===== config.mk =====
export PLATFORM = sky130hd
export DESIGN_NAME = matrix_stream_reader_flat
export DESIGN_NICKNAME = d
export VERILOG_FILES = /design/src/rtl/matrix_stream_reader_if.sv /design/src/rtl/matrix_stream_reader.sv /design/src/flat_wrapper.sv
export SDC_FILE = /design/constraint.sdc
export NUM_CORES = 1
export LEC_CHECK = 0
export ABC_AREA = 1
export BUFFER_PORTS_ARGS = -buffer_cell sky130_fd_sc_hd__buf_4
export CORE_MARGIN = 2
export CORE_UTILIZATION = 45
export DETAILED_ROUTE_END_ITERATION = 12
export GPL_ROUTABILITY_DRIVEN = 0
export PLACE_DENSITY = 0.78
export SETUP_SLACK_MARGIN = 0.05
export SLEW_MARGIN = 20
export SYNTH_ARGS = -nofsm -noshare
export SYNTH_HDL_FRONTEND = slang
export SYNTH_SLANG_ARGS = --single-unit

===== constraint.sdc =====
create_clock -name clk -period 8.9 [get_ports clk]
set_input_delay 0.89 -clock clk [delete_from_list [all_inputs] [get_ports clk]]
set_output_delay 0.89 -clock clk [all_outputs]
set_load 0.05 [all_outputs]

===== src/rtl/matrix_stream_reader_if.sv =====
// Memory-read and element-stream signals of matrix_stream_reader.
// The reader attaches to the slave modport and its environment to the master modport.
interface matrix_stream_reader_if #(
  parameter int DATA_W = 8,
  parameter int ADDR_W = 6
);
  logic              start;
  logic [1:0]        mode;
  logic [ADDR_W-1:0] base_a;
  logic [ADDR_W-1:0] base_b;
  logic [ADDR_W-1:0] mem_a_addr;
  logic [ADDR_W-1:0] mem_b_addr;
  logic              mem_rd_en;
  logic [DATA_W-1:0] mem_a_rdata;
  logic [DATA_W-1:0] mem_b_rdata;
  logic [DATA_W-1:0] out_a;
  logic [DATA_W-1:0] out_b;
  logic              out_valid;
  logic              out_ready;
  logic              out_last;
  logic              busy;
  logic              done;

  modport master (
    output start, mode, base_a, base_b, mem_a_rdata, mem_b_rdata, out_ready,
    input  mem_a_addr, mem_b_addr, mem_rd_en, out_a, out_b, out_valid, out_last, busy, done
  );

  modport slave (
    input  start, mode, base_a, base_b, mem_a_rdata, mem_b_rdata, out_ready,
    output mem_a_addr, mem_b_addr, mem_rd_en, out_a, out_b, out_valid, out_last, busy, done
  );
endinterface


===== src/rtl/matrix_stream_reader.sv =====
// Streams an N x N matrix pair (A, B) element by element from two memories.
// Each matrix is read row-major or column-major: one FETCH, CAPTURE, HOLD pass per element.
module matrix_stream_reader #(
  parameter int DATA_W = 8,
  parameter int N      = 5,
  parameter int ADDR_W = 6
) (
  input logic                  clk,
  input logic                  reset,
  matrix_stream_reader_if.slave bus
);

  localparam logic [2:0] S_IDLE    = 3'd0;
  localparam logic [2:0] S_FETCH   = 3'd1;
  localparam logic [2:0] S_CAPTURE = 3'd2;
  localparam logic [2:0] S_HOLD    = 3'd3;
  localparam logic [2:0] S_DONE    = 3'd4;

  localparam logic [3:0] LAST_IDX = 4'(N - 1);

  logic [2:0]        r_state;
  logic [1:0]        r_mode;
  logic [ADDR_W-1:0] r_base_a;
  logic [ADDR_W-1:0] r_base_b;
  logic [ADDR_W-1:0] r_addr_a;
  logic [ADDR_W-1:0] r_addr_b;
  logic [3:0]        r_row;
  logic [3:0]        r_col;
  logic [DATA_W-1:0] r_out_a;
  logic [DATA_W-1:0] r_out_b;
  logic              r_out_last;

  logic [3:0]        w_row_nxt;
  logic [3:0]        w_col_nxt;
  logic [1:0]        w_mode;
  logic [ADDR_W-1:0] w_base_a;
  logic [ADDR_W-1:0] w_base_b;
  logic [ADDR_W-1:0] w_off_rm;
  logic [ADDR_W-1:0] w_off_cm;
  logic [ADDR_W-1:0] w_addr_a;
  logic [ADDR_W-1:0] w_addr_b;
  logic              w_at_end;

  // Address of the element about to be fetched; in IDLE the live inputs are used so
  // the first address is ready in the same edge that captures them.
  always_comb begin
    w_at_end = (r_row == LAST_IDX) && (r_col == LAST_IDX);
    if (r_state == S_IDLE) begin
      w_row_nxt = '0;
      w_col_nxt = '0;
      w_mode    = bus.mode;
      w_base_a  = bus.base_a;
      w_base_b  = bus.base_b;
    end else begin
      w_mode   = r_mode;
      w_base_a = r_base_a;
      w_base_b = r_base_b;
      if (r_col == LAST_IDX) begin
        w_col_nxt = '0;
        w_row_nxt = r_row + 4'd1;
      end else begin
        w_col_nxt = r_col + 4'd1;
        w_row_nxt = r_row;
      end
    end
    w_off_rm = ADDR_W'(w_row_nxt) * ADDR_W'(N) + ADDR_W'(w_col_nxt);
    w_off_cm = ADDR_W'(w_col_nxt) * ADDR_W'(N) + ADDR_W'(w_row_nxt);
    w_addr_a = w_base_a + (w_mode[0] ? w_off_cm : w_off_rm);
    w_addr_b = w_base_b + (w_mode[1] ? w_off_cm : w_off_rm);
  end

  always_ff @(posedge clk) begin
    if (reset) begin
      r_state    <= S_IDLE;
      r_mode     <= '0;
      r_base_a   <= '0;
      r_base_b   <= '0;
      r_addr_a   <= '0;
      r_addr_b   <= '0;
      r_row      <= '0;
      r_col      <= '0;
      r_out_a    <= '0;
      r_out_b    <= '0;
      r_out_last <= 1'b0;
    end else begin
      case (r_state)
        S_IDLE: begin
          if (bus.start) begin
            r_mode   <= bus.mode;
            r_base_a <= bus.base_a;
            r_base_b <= bus.base_b;
            r_row    <= '0;
            r_col    <= '0;
            r_addr_a <= w_addr_a;
            r_addr_b <= w_addr_b;
            r_state  <= S_FETCH;
          end
        end
        S_FETCH: begin
          r_state <= S_CAPTURE;
        end
        S_CAPTURE: begin
          r_out_a    <= bus.mem_a_rdata;
          r_out_b    <= bus.mem_b_rdata;
          r_out_last <= w_at_end;
          r_state    <= S_HOLD;
        end
        S_HOLD: begin
          // Indices and addresses only advance on an accepted transfer.
          if (bus.out_ready) begin
            if (r_out_last) begin
              r_state <= S_DONE;
            end else begin
              r_row    <= w_row_nxt;
              r_col    <= w_col_nxt;
              r_addr_a <= w_addr_a;
              r_addr_b <= w_addr_b;
              r_state  <= S_FETCH;
            end
          end
        end
        S_DONE: begin
          r_state <= S_IDLE;
        end
        default: begin
          r_state <= S_IDLE;
        end
      endcase
    end
  end

  assign bus.mem_a_addr = r_addr_a;
  assign bus.mem_b_addr = r_addr_b;
  assign bus.mem_rd_en  = (r_state == S_FETCH);
  assign bus.out_a      = r_out_a;
  assign bus.out_b      = r_out_b;
  assign bus.out_last   = r_out_last;
  assign bus.out_valid  = (r_state == S_HOLD);
  assign bus.busy       = (r_state != S_IDLE);
  assign bus.done       = (r_state == S_DONE);

endmodule


===== src/flat_wrapper.sv =====
// flat-port wrapper written by rule: the top's interface ports become plain ports
module matrix_stream_reader_flat 
#(
  parameter int DATA_W = 8,
  parameter int N      = 5,
  parameter int ADDR_W = 6
)
  (clk, reset, bus_start, bus_mode, bus_base_a, bus_base_b, bus_mem_a_rdata, bus_mem_b_rdata, bus_out_ready, bus_mem_a_addr, bus_mem_b_addr, bus_mem_rd_en, bus_out_a, bus_out_b, bus_out_valid, bus_out_last, bus_busy, bus_done);
  matrix_stream_reader_if #(.DATA_W(DATA_W), .ADDR_W(ADDR_W)) bus_i ();
  input logic clk;
  input logic reset;
  input wire logic [$bits(bus_i.start)-1:0] bus_start;
  input wire logic [$bits(bus_i.mode)-1:0] bus_mode;
  input wire logic [$bits(bus_i.base_a)-1:0] bus_base_a;
  input wire logic [$bits(bus_i.base_b)-1:0] bus_base_b;
  input wire logic [$bits(bus_i.mem_a_rdata)-1:0] bus_mem_a_rdata;
  input wire logic [$bits(bus_i.mem_b_rdata)-1:0] bus_mem_b_rdata;
  input wire logic [$bits(bus_i.out_ready)-1:0] bus_out_ready;
  output wire logic [$bits(bus_i.mem_a_addr)-1:0] bus_mem_a_addr;
  output wire logic [$bits(bus_i.mem_b_addr)-1:0] bus_mem_b_addr;
  output wire logic [$bits(bus_i.mem_rd_en)-1:0] bus_mem_rd_en;
  output wire logic [$bits(bus_i.out_a)-1:0] bus_out_a;
  output wire logic [$bits(bus_i.out_b)-1:0] bus_out_b;
  output wire logic [$bits(bus_i.out_valid)-1:0] bus_out_valid;
  output wire logic [$bits(bus_i.out_last)-1:0] bus_out_last;
  output wire logic [$bits(bus_i.busy)-1:0] bus_busy;
  output wire logic [$bits(bus_i.done)-1:0] bus_done;
  assign bus_i.start = bus_start;
  assign bus_i.mode = bus_mode;
  assign bus_i.base_a = bus_base_a;
  assign bus_i.base_b = bus_base_b;
  assign bus_i.mem_a_rdata = bus_mem_a_rdata;
  assign bus_i.mem_b_rdata = bus_mem_b_rdata;
  assign bus_i.out_ready = bus_out_ready;
  assign bus_mem_a_addr = bus_i.mem_a_addr;
  assign bus_mem_b_addr = bus_i.mem_b_addr;
  assign bus_mem_rd_en = bus_i.mem_rd_en;
  assign bus_out_a = bus_i.out_a;
  assign bus_out_b = bus_i.out_b;
  assign bus_out_valid = bus_i.out_valid;
  assign bus_out_last = bus_i.out_last;
  assign bus_busy = bus_i.busy;
  assign bus_done = bus_i.done;
  matrix_stream_reader #(.DATA_W(DATA_W), .N(N), .ADDR_W(ADDR_W)) u_core (.clk(clk), .reset(reset), .bus(bus_i));
endmodule

# Word level (Yosys, flattened, before mapping)
# Cells that the tools add are included.
dict set report totals {
  regBits 54
  input_bits 34
  out_inout_bits 33
  elab_cells 63
}
dict set report op_classes {
  n_addsub 6
  multipliers 2
  n_eq_ne 9
  n_mux 28
  n_reduce_logical 7
}
# op count
set ops {}
lappend ops {{2-to-1 mux 6 bit} 10}
lappend ops {{2-to-1 mux 4 bit} 9}
lappend ops {{case mux 6 bit (2 select lines)} 2}
lappend ops {{case mux 4 bit (2 select lines)} 2}
lappend ops {{adder 6 x 4 -> 6 bit} 2}
lappend ops {{adder 6 bit} 2}
lappend ops {{multiplier 4 x 3 -> 6 bit, second input constant} 2}
lappend ops {{case mux 3 bit (4 select lines)} 1}
lappend ops {{2-to-1 mux 3 bit} 3}
lappend ops {{adder 4 x 1 -> 4 bit, second input constant} 2}
lappend ops {{== test 4 x 3 -> 1 bit, second input constant} 2}
lappend ops {{== test 3 x 2 -> 1 bit, second input constant} 2}
lappend ops {{inequality test 2 bit, second input constant} 3}
lappend ops {{AND reduction 2 bit} 2}
lappend ops {{AND reduction 4 bit} 1}
lappend ops {{== test 3 x 1 -> 1 bit, second input constant} 1}
lappend ops {{== test 3 bit, second input constant} 1}
lappend ops {{logical NOT 3 bit} 1}
lappend ops {{nonzero test 3 bit} 1}
lappend ops {{2-to-1 mux 2 bit} 1}
lappend ops {{nonzero test 2 bit} 1}
lappend ops {{logical AND 1 bit} 1}

# Depth between registers and ports, before layout
dict set report logic_depth {
  word_depth 10
  ltp_mapped 30
  depth_no_buf 30
}

# Worst setup path after synthesis
# Ideal clock, no wire load.
dict set report synth_path {
  kind {register to register}
  from {register u_core.r_col[0]}
  to {register u_core.r_addr_a[5] (netlist: u_core.bus.mem_a_addr[5])}
  setup_time_ps 109
  arrival_ps 3752
  t_required_ps 8791
  slack_ps 5040
  stages_incl_launch_ff 30
  path_buffers 0
  synth_period_minus_slack_ps 3860
  cell_sequence {dfxtp_1 > inv_1 > ha_1 > nand2_1 > nor2_2 > nand3_1 > nand2_4 > nor2_4 > ha_1 > inv_1 > fa_1 > inv_1 > ha_1 > a21oi_1 > nand2_1 > xor2_1 > nand2_1 > o21ai_0 > ha_1 > nand2_1 > inv_1 > nand2_1 > and2_0 > nand3_1 > nand2_1 > inv_1 > nand3_1 > nand3_1 > nand2_1 > inv_1}
}
dict set report synth_via {
  elab_chain_len 10
  elab_cells_between_ends 16
  cone_classes {add/sub (4); mul (2); eq/ne (1); mux (9)}
}
# element line_no
set synth_lines {}
lappend synth_lines {{from (decl)} matrix_stream_reader.sv:28} ;# logic [3:0] r_col;
lappend synth_lines {{from (signal assigned)} matrix_stream_reader.sv:115} ;# r_col <= w_col_nxt;
lappend synth_lines {{adder 4 x 1 -> 4 bit or == test 4 x 3 -> 1 bit (tied branches)} {matrix_stream_reader.sv:62, matrix_stream_reader.sv:58}}
lappend synth_lines {{2-to-1 mux 4 bit} matrix_stream_reader.sv:58} ;# if (r_col == LAST_IDX) begin
lappend synth_lines {{2-to-1 mux 4 bit} matrix_stream_reader.sv:48} ;# if (r_state == S_IDLE) begin
lappend synth_lines {{multiplier 4 x 3 -> 6 bit, on equally long branches} {matrix_stream_reader.sv:67, matrix_stream_reader.sv:66}}
lappend synth_lines {{adder 6 x 4 -> 6 bit, on equally long branches} {matrix_stream_reader.sv:67, matrix_stream_reader.sv:66}}
lappend synth_lines {{2-to-1 mux 6 bit *} matrix_stream_reader.sv:68} ;# w_addr_a = w_base_a + (w_mode[0] ? w_off_cm : w_off_rm);
lappend synth_lines {{adder 6 bit *} matrix_stream_reader.sv:68}
lappend synth_lines {{2-to-1 mux 6 bit} matrix_stream_reader.sv:111} ;# if (r_out_last) begin
lappend synth_lines {{2-to-1 mux 6 bit} matrix_stream_reader.sv:110} ;# if (bus.out_ready) begin
lappend synth_lines {{case mux 6 bit (2 select lines) *} matrix_stream_reader.sv:86} ;# case (r_state)
lappend synth_lines {{to (signal assigned)} matrix_stream_reader.sv:94} ;# r_addr_a <= w_addr_a;
lappend synth_lines {{to (signal assigned)} matrix_stream_reader.sv:116} ;# r_addr_a <= w_addr_a;
lappend synth_lines {{to (decl)} matrix_stream_reader.sv:25} ;# logic [ADDR_W-1:0] r_addr_a;
# Every way passes the cells marked *; elsewhere a longest branch is shown, timed or not. The select of a mux whose other input is x is not followed.
# A chain may end at the register's enable or synchronous reset.

# Final worst setup path
dict set report layout_path {
  from {register u_core.r_state[0]}
  to {register u_core.r_addr_a[5] (netlist: u_core.bus.mem_a_addr[5])}
}
dict set report layout_via {
  elab_chain_len 9
  elab_cells_between_ends 21
  cone_classes {add/sub (3); mul (2); eq/ne (4); mux (9); reduce/logical (3)}
}
# element line_no
set layout_lines {}
lappend layout_lines {{from (decl)} matrix_stream_reader.sv:21} ;# logic [2:0] r_state;
lappend layout_lines {{from (signal assigned)} matrix_stream_reader.sv:74} ;# r_state <= S_IDLE;
lappend layout_lines {{from (signal assigned)} matrix_stream_reader.sv:96} ;# r_state <= S_FETCH;
lappend layout_lines {{from (signal assigned)} matrix_stream_reader.sv:100} ;# r_state <= S_CAPTURE;
lappend layout_lines {{logical NOT 3 bit} {matrix_stream_reader.sv:48, matrix_stream_reader.sv:86}}
lappend layout_lines {{2-to-1 mux 4 bit} matrix_stream_reader.sv:48}
lappend layout_lines {{multiplier 4 x 3 -> 6 bit, on equally long branches} {matrix_stream_reader.sv:66, matrix_stream_reader.sv:67}}
lappend layout_lines {{adder 6 x 4 -> 6 bit, on equally long branches} {matrix_stream_reader.sv:66, matrix_stream_reader.sv:67}}
lappend layout_lines {{2-to-1 mux 6 bit} matrix_stream_reader.sv:68}
lappend layout_lines {{adder 6 bit} matrix_stream_reader.sv:68}
lappend layout_lines {{2-to-1 mux 6 bit} matrix_stream_reader.sv:111}
lappend layout_lines {{2-to-1 mux 6 bit} matrix_stream_reader.sv:110}
lappend layout_lines {{case mux 6 bit (2 select lines)} matrix_stream_reader.sv:86}
# Parallel ways exist; a longest one is shown, timed or not. The select of a mux whose other input is x is not followed.

==> run summary <==
The tightest min-delay check is of the reg2reg type. The prevailing post-synth register cell is sky130_fd_sc_hd__dfxtp_1. The all-layer global routing usage is 0.1894.

The clock transition at the register clock pins on the worst setup and hold paths after CTS is 0.10 ns. The number of global-route vias before repair is 2989. The total leakage power came out at 1.955 nW. Entering global routing, the biggest net connects 31 pins. The number of gates resized after cts is 0. The final instance area is 0.004059 mm2.

By count the netlist is led by sky130_fd_sc_hd__nand2_1 (74), sky130_fd_sc_hd__nor2_1 (57), sky130_fd_sc_hd__inv_1 (56). Max-cap violations in this run came to 0. The placed cell count came out at 611. The standard cell area after detailed placement came out at 0.003960 mm2.

The initial antenna violation count was 0. For the pin with the worst max-slew slack, the measured transition is 0.8213 ns. The clock tree root buffer cell is sky130_fd_sc_hd__clkbuf_8.

The number of buffers added by the clock tree synthesis step is 5. The smallest clock period supported by the final layout is computed as 4.689 ns. The post-layout net count is 590. The worst-case register-to-register setup slack came out at 4.21 ns. The antenna cell count came out at 0. The mapped cell area is 0.003458 mm2. The run finished with clean final reports. The area of the core region came out at 0.007331 mm2. Along the worst path, the maximum fanout reaches 24.

The dominant cell by count in the synthesized netlist is sky130_fd_sc_hd__nand2_1. The routed wire length per instance came out at 12.91 um. The total number of vias is 3172.

The final count of pins violating max slew came out at 0. Sorting the synthesized cells by area gives the leading types as sky130_fd_sc_hd__dfxtp_1 (31%), sky130_fd_sc_hd__ha_1 (11%), sky130_fd_sc_hd__nand2_1 (8.0%), sky130_fd_sc_hd__nor2_1 (6.2%), sky130_fd_sc_hd__inv_1 (6.1%). The fraction of layout cells with a size suffix above 1 came out at 0.1904. The detailed-placement wirelength estimate came out at 6138 um. Synthesis produced 463 cells. The share of the cycle needed by the critical path after routing came out at 0.5269. The horizontal die dimension is 91.67 um. The total congestion overflow came out at 0. The number of cells on the worst hold path is 2. In this run, post-CTS hold repair placed 0 buffers.

The total wirelength of the detailed-routed design is 7994 um. The detail route stage leaves a number of antenna-violating nets equal to 0. The wire length of the first global-routing pass came out at 13120 um. Of all flip-flops after synthesis, the portion carrying an async set or reset was 0. The clock latency at the later pin of the worst-skew pair is 0.32 ns. The post-synthesis cell type with the largest combined area is sky130_fd_sc_hd__dfxtp_1.

The average footprint of a synthesized cell came out at 7.469 um2. The highest ir drop seen on vdd came out at 0.0001744 V. The launch instance of the worst register-to-register path is u_core.r_state[0]. The areal power density over the cells came out at 238.6 mW/mm2. The final total negative setup slack is 0 ns. Row generation in the floorplan step produced 31 rows. The peak per-stage delay on the critical path is 0.53 ns. The area fraction of the dominant cell type after synthesis came out at 0.3126.

The core occupancy in the finished layout is 0.5537. The number of clock sinks seen by CTS is 54. The capture point of the worst reg-to-reg path is u_core.bus.mem_a_addr[5]. The post-CTS setup repair buffer count is 0. For the worst setup path, the data required time is 9.12 ns. TritonCTS built the clock tree. The count of different cell masters after synthesis is 40. The number of synthesized flops with an enable pin came out at 0. The number of hold violations in the final report is 0.

The die area came out at 0.008402 mm2. The synthesis-stage register bit count came out at 54. The normalized max-slew margin is 0.4518.

The detailed-route DRC error count is 0. Dividing the detail-routed via count by the number of cells gives 5.124. In this design, the critical path's most frequently occurring cell is sky130_fd_sc_hd__nand2_1. In this run the vertical extent of the chip is 91.67 um. The non-filler instance count after layout is 619. The number of buffers inserted by port buffering is 66. The number of optimization iterations in the first detailed-route pass came out at 4.

The length in cells of the worst reg-to-reg path came out at 27. The worst hold path terminates at u_core.r_base_b[5]. STA classifies the critical path endpoint as a register. The startpoint identified for the worst hold timing path is u_core.r_base_b[5]. On the critical path, the stage with the largest delay is an instance of sky130_fd_sc_hd__fa_1. The worst path arrival time is 4.91 ns.

The number of nets produced by synthesis came out at 534. The peak clock frequency supported by timing is 213.2 MHz. The layout overhead on the synthesized area is 17.37%. Setup repair after global routing left no endpoint under its margin.

The sequential element share of the synthesized area came out at 0.3126. The startpoint class of the critical path is a register. The category of the most critical setup path is reg2reg.

Total power for the finished layout comes to 0.9684 mW. The effective utilization at floorplan is 0.4718. During synthesis, Yosys emitted a total of 0 warnings. The largest clock skew in the final design came out at 0.007991 ns.

The final-report setup violation count is 0. The total number of H-tree levels came out at 2. The count of boundary I/O pins is 67.

The number of DRC markers after the initial detailed-route iteration came out at 125. The maximum number of buffers from clock root to sink is 2.
==> registers in the layout, indices dropped and copies added, names as in the netlist <==
signal	count
u_core.r_base_a	6
u_core.bus.out_a	8
u_core.bus.out_last	1
u_core.r_col	4
u_core.r_base_b	6
u_core.r_row	4
u_core.r_state	3
u_core.r_mode	2
u_core.bus.mem_a_addr	6
u_core.bus.out_b	8
u_core.bus.mem_b_addr	6
==> per-stage QoR <==
step | setup WS (ns) | hold WS [ns]
floorplan | 5.040 | 0.4299
global placement | 4.541 | 0.4495
detailed placement | 4.321 | 0.4469
CTS | 4.263 | 0.4629
global route | 3.770 | 0.4899
finish | 4.211 | 0.4642
==> power breakdown <==
group	total [mW]	internal, mW	switching, mW
Combinational	0.502	0.150	0.352
Sequential	0.318	0.292	0.0261
Clock	0.149	0.0642	0.0846
Total	0.968	0.506	0.462
==> worst max path at each step <==
stage / start / endpoint / slack, ns
after floorplan: u_core.r_col[0] / u_core.bus.mem_a_addr[5] / 5.04
after global placement: u_core.r_state[0] / u_core.bus.mem_b_addr[5] / 4.54
after detailed placement: u_core.r_state[0] / u_core.bus.mem_b_addr[5] / 4.32
after CTS: u_core.r_state[0] / u_core.bus.mem_b_addr[5] / 4.26
after global routing: u_core.r_state[2] / u_core.bus.mem_b_addr[5] / 3.77
final: u_core.r_state[0] / u_core.bus.mem_a_addr[5] / 4.21
==> cells by family (layout without fill, tap and decap cells) <==
| family | Yosys count | count (layout) | share of synthesized area |
|---|---|---|---|
| AO/OA/AOI/OAI | 102 | 102 | 0.1686 |
| XOR/XNOR | 11 | 11 | 0.02786 |
| adder cells (fa/ha/maj) | 37 | 37 | 0.1469 |
| buffers and inverters | 79 | 136 | 0.1027 |
| flip-flops | 54 | 54 | 0.3126 |
| AND/OR/NAND/NOR | 180 | 180 | 0.2413 |
==> worst max-delay path: cells and delay by family, from the launching register on <==
family	cells	cell delay [ns]
compound gates	3	0.74
xor+xnor	1	0.15
fa+ha+maj	4	1.43
buf+inv	6	0.54
flops	1	0.46
simple gates	13	1.26
==> final cells by class <==
class,instances,area [um2]
Inverter,62,237.7
Fill cell,677,3272
Multi-Input combinational cell,330,2022
Tap cell,99,123.9
Timing Repair Buffer,66,495.5
Sequential cell,54,1081
Clock buffer,6,82.58
Clock inverter,2,16.27
==> cell usage in the layout (no fill, tap or decap), drive strengths merged <==
cell type and count:
a211oi 10, a21oi 33, a22oi 2, a31oi 3
and2 2, buf 66, clkbuf 6, clkinv 1
clkinvlp 1, dfxtp 54, fa 6, ha 31
inv 62, nand2 80, nand3 23, nand3b 4
nand4 4, nor2 61, nor3 4, o21ai 53
o311a 1, or2 2, xnor2 5, xor2 6
==> metal layers <==
layer / part of all wire / routed length (um) / up-vias / GRT usage
met5: 0 / 0 / - / 0
met4: 0.029 / 232 / 0 / 0.07071
met3: 0.064 / 513 / 22 / 0.04191
met2: 0.47 / 3792 / 106 / 0.3266
met1: 0.43 / 3456 / 1424 / 0.2303
li1: - / - / 1620 / -
(Power assumes the default switching activity.)
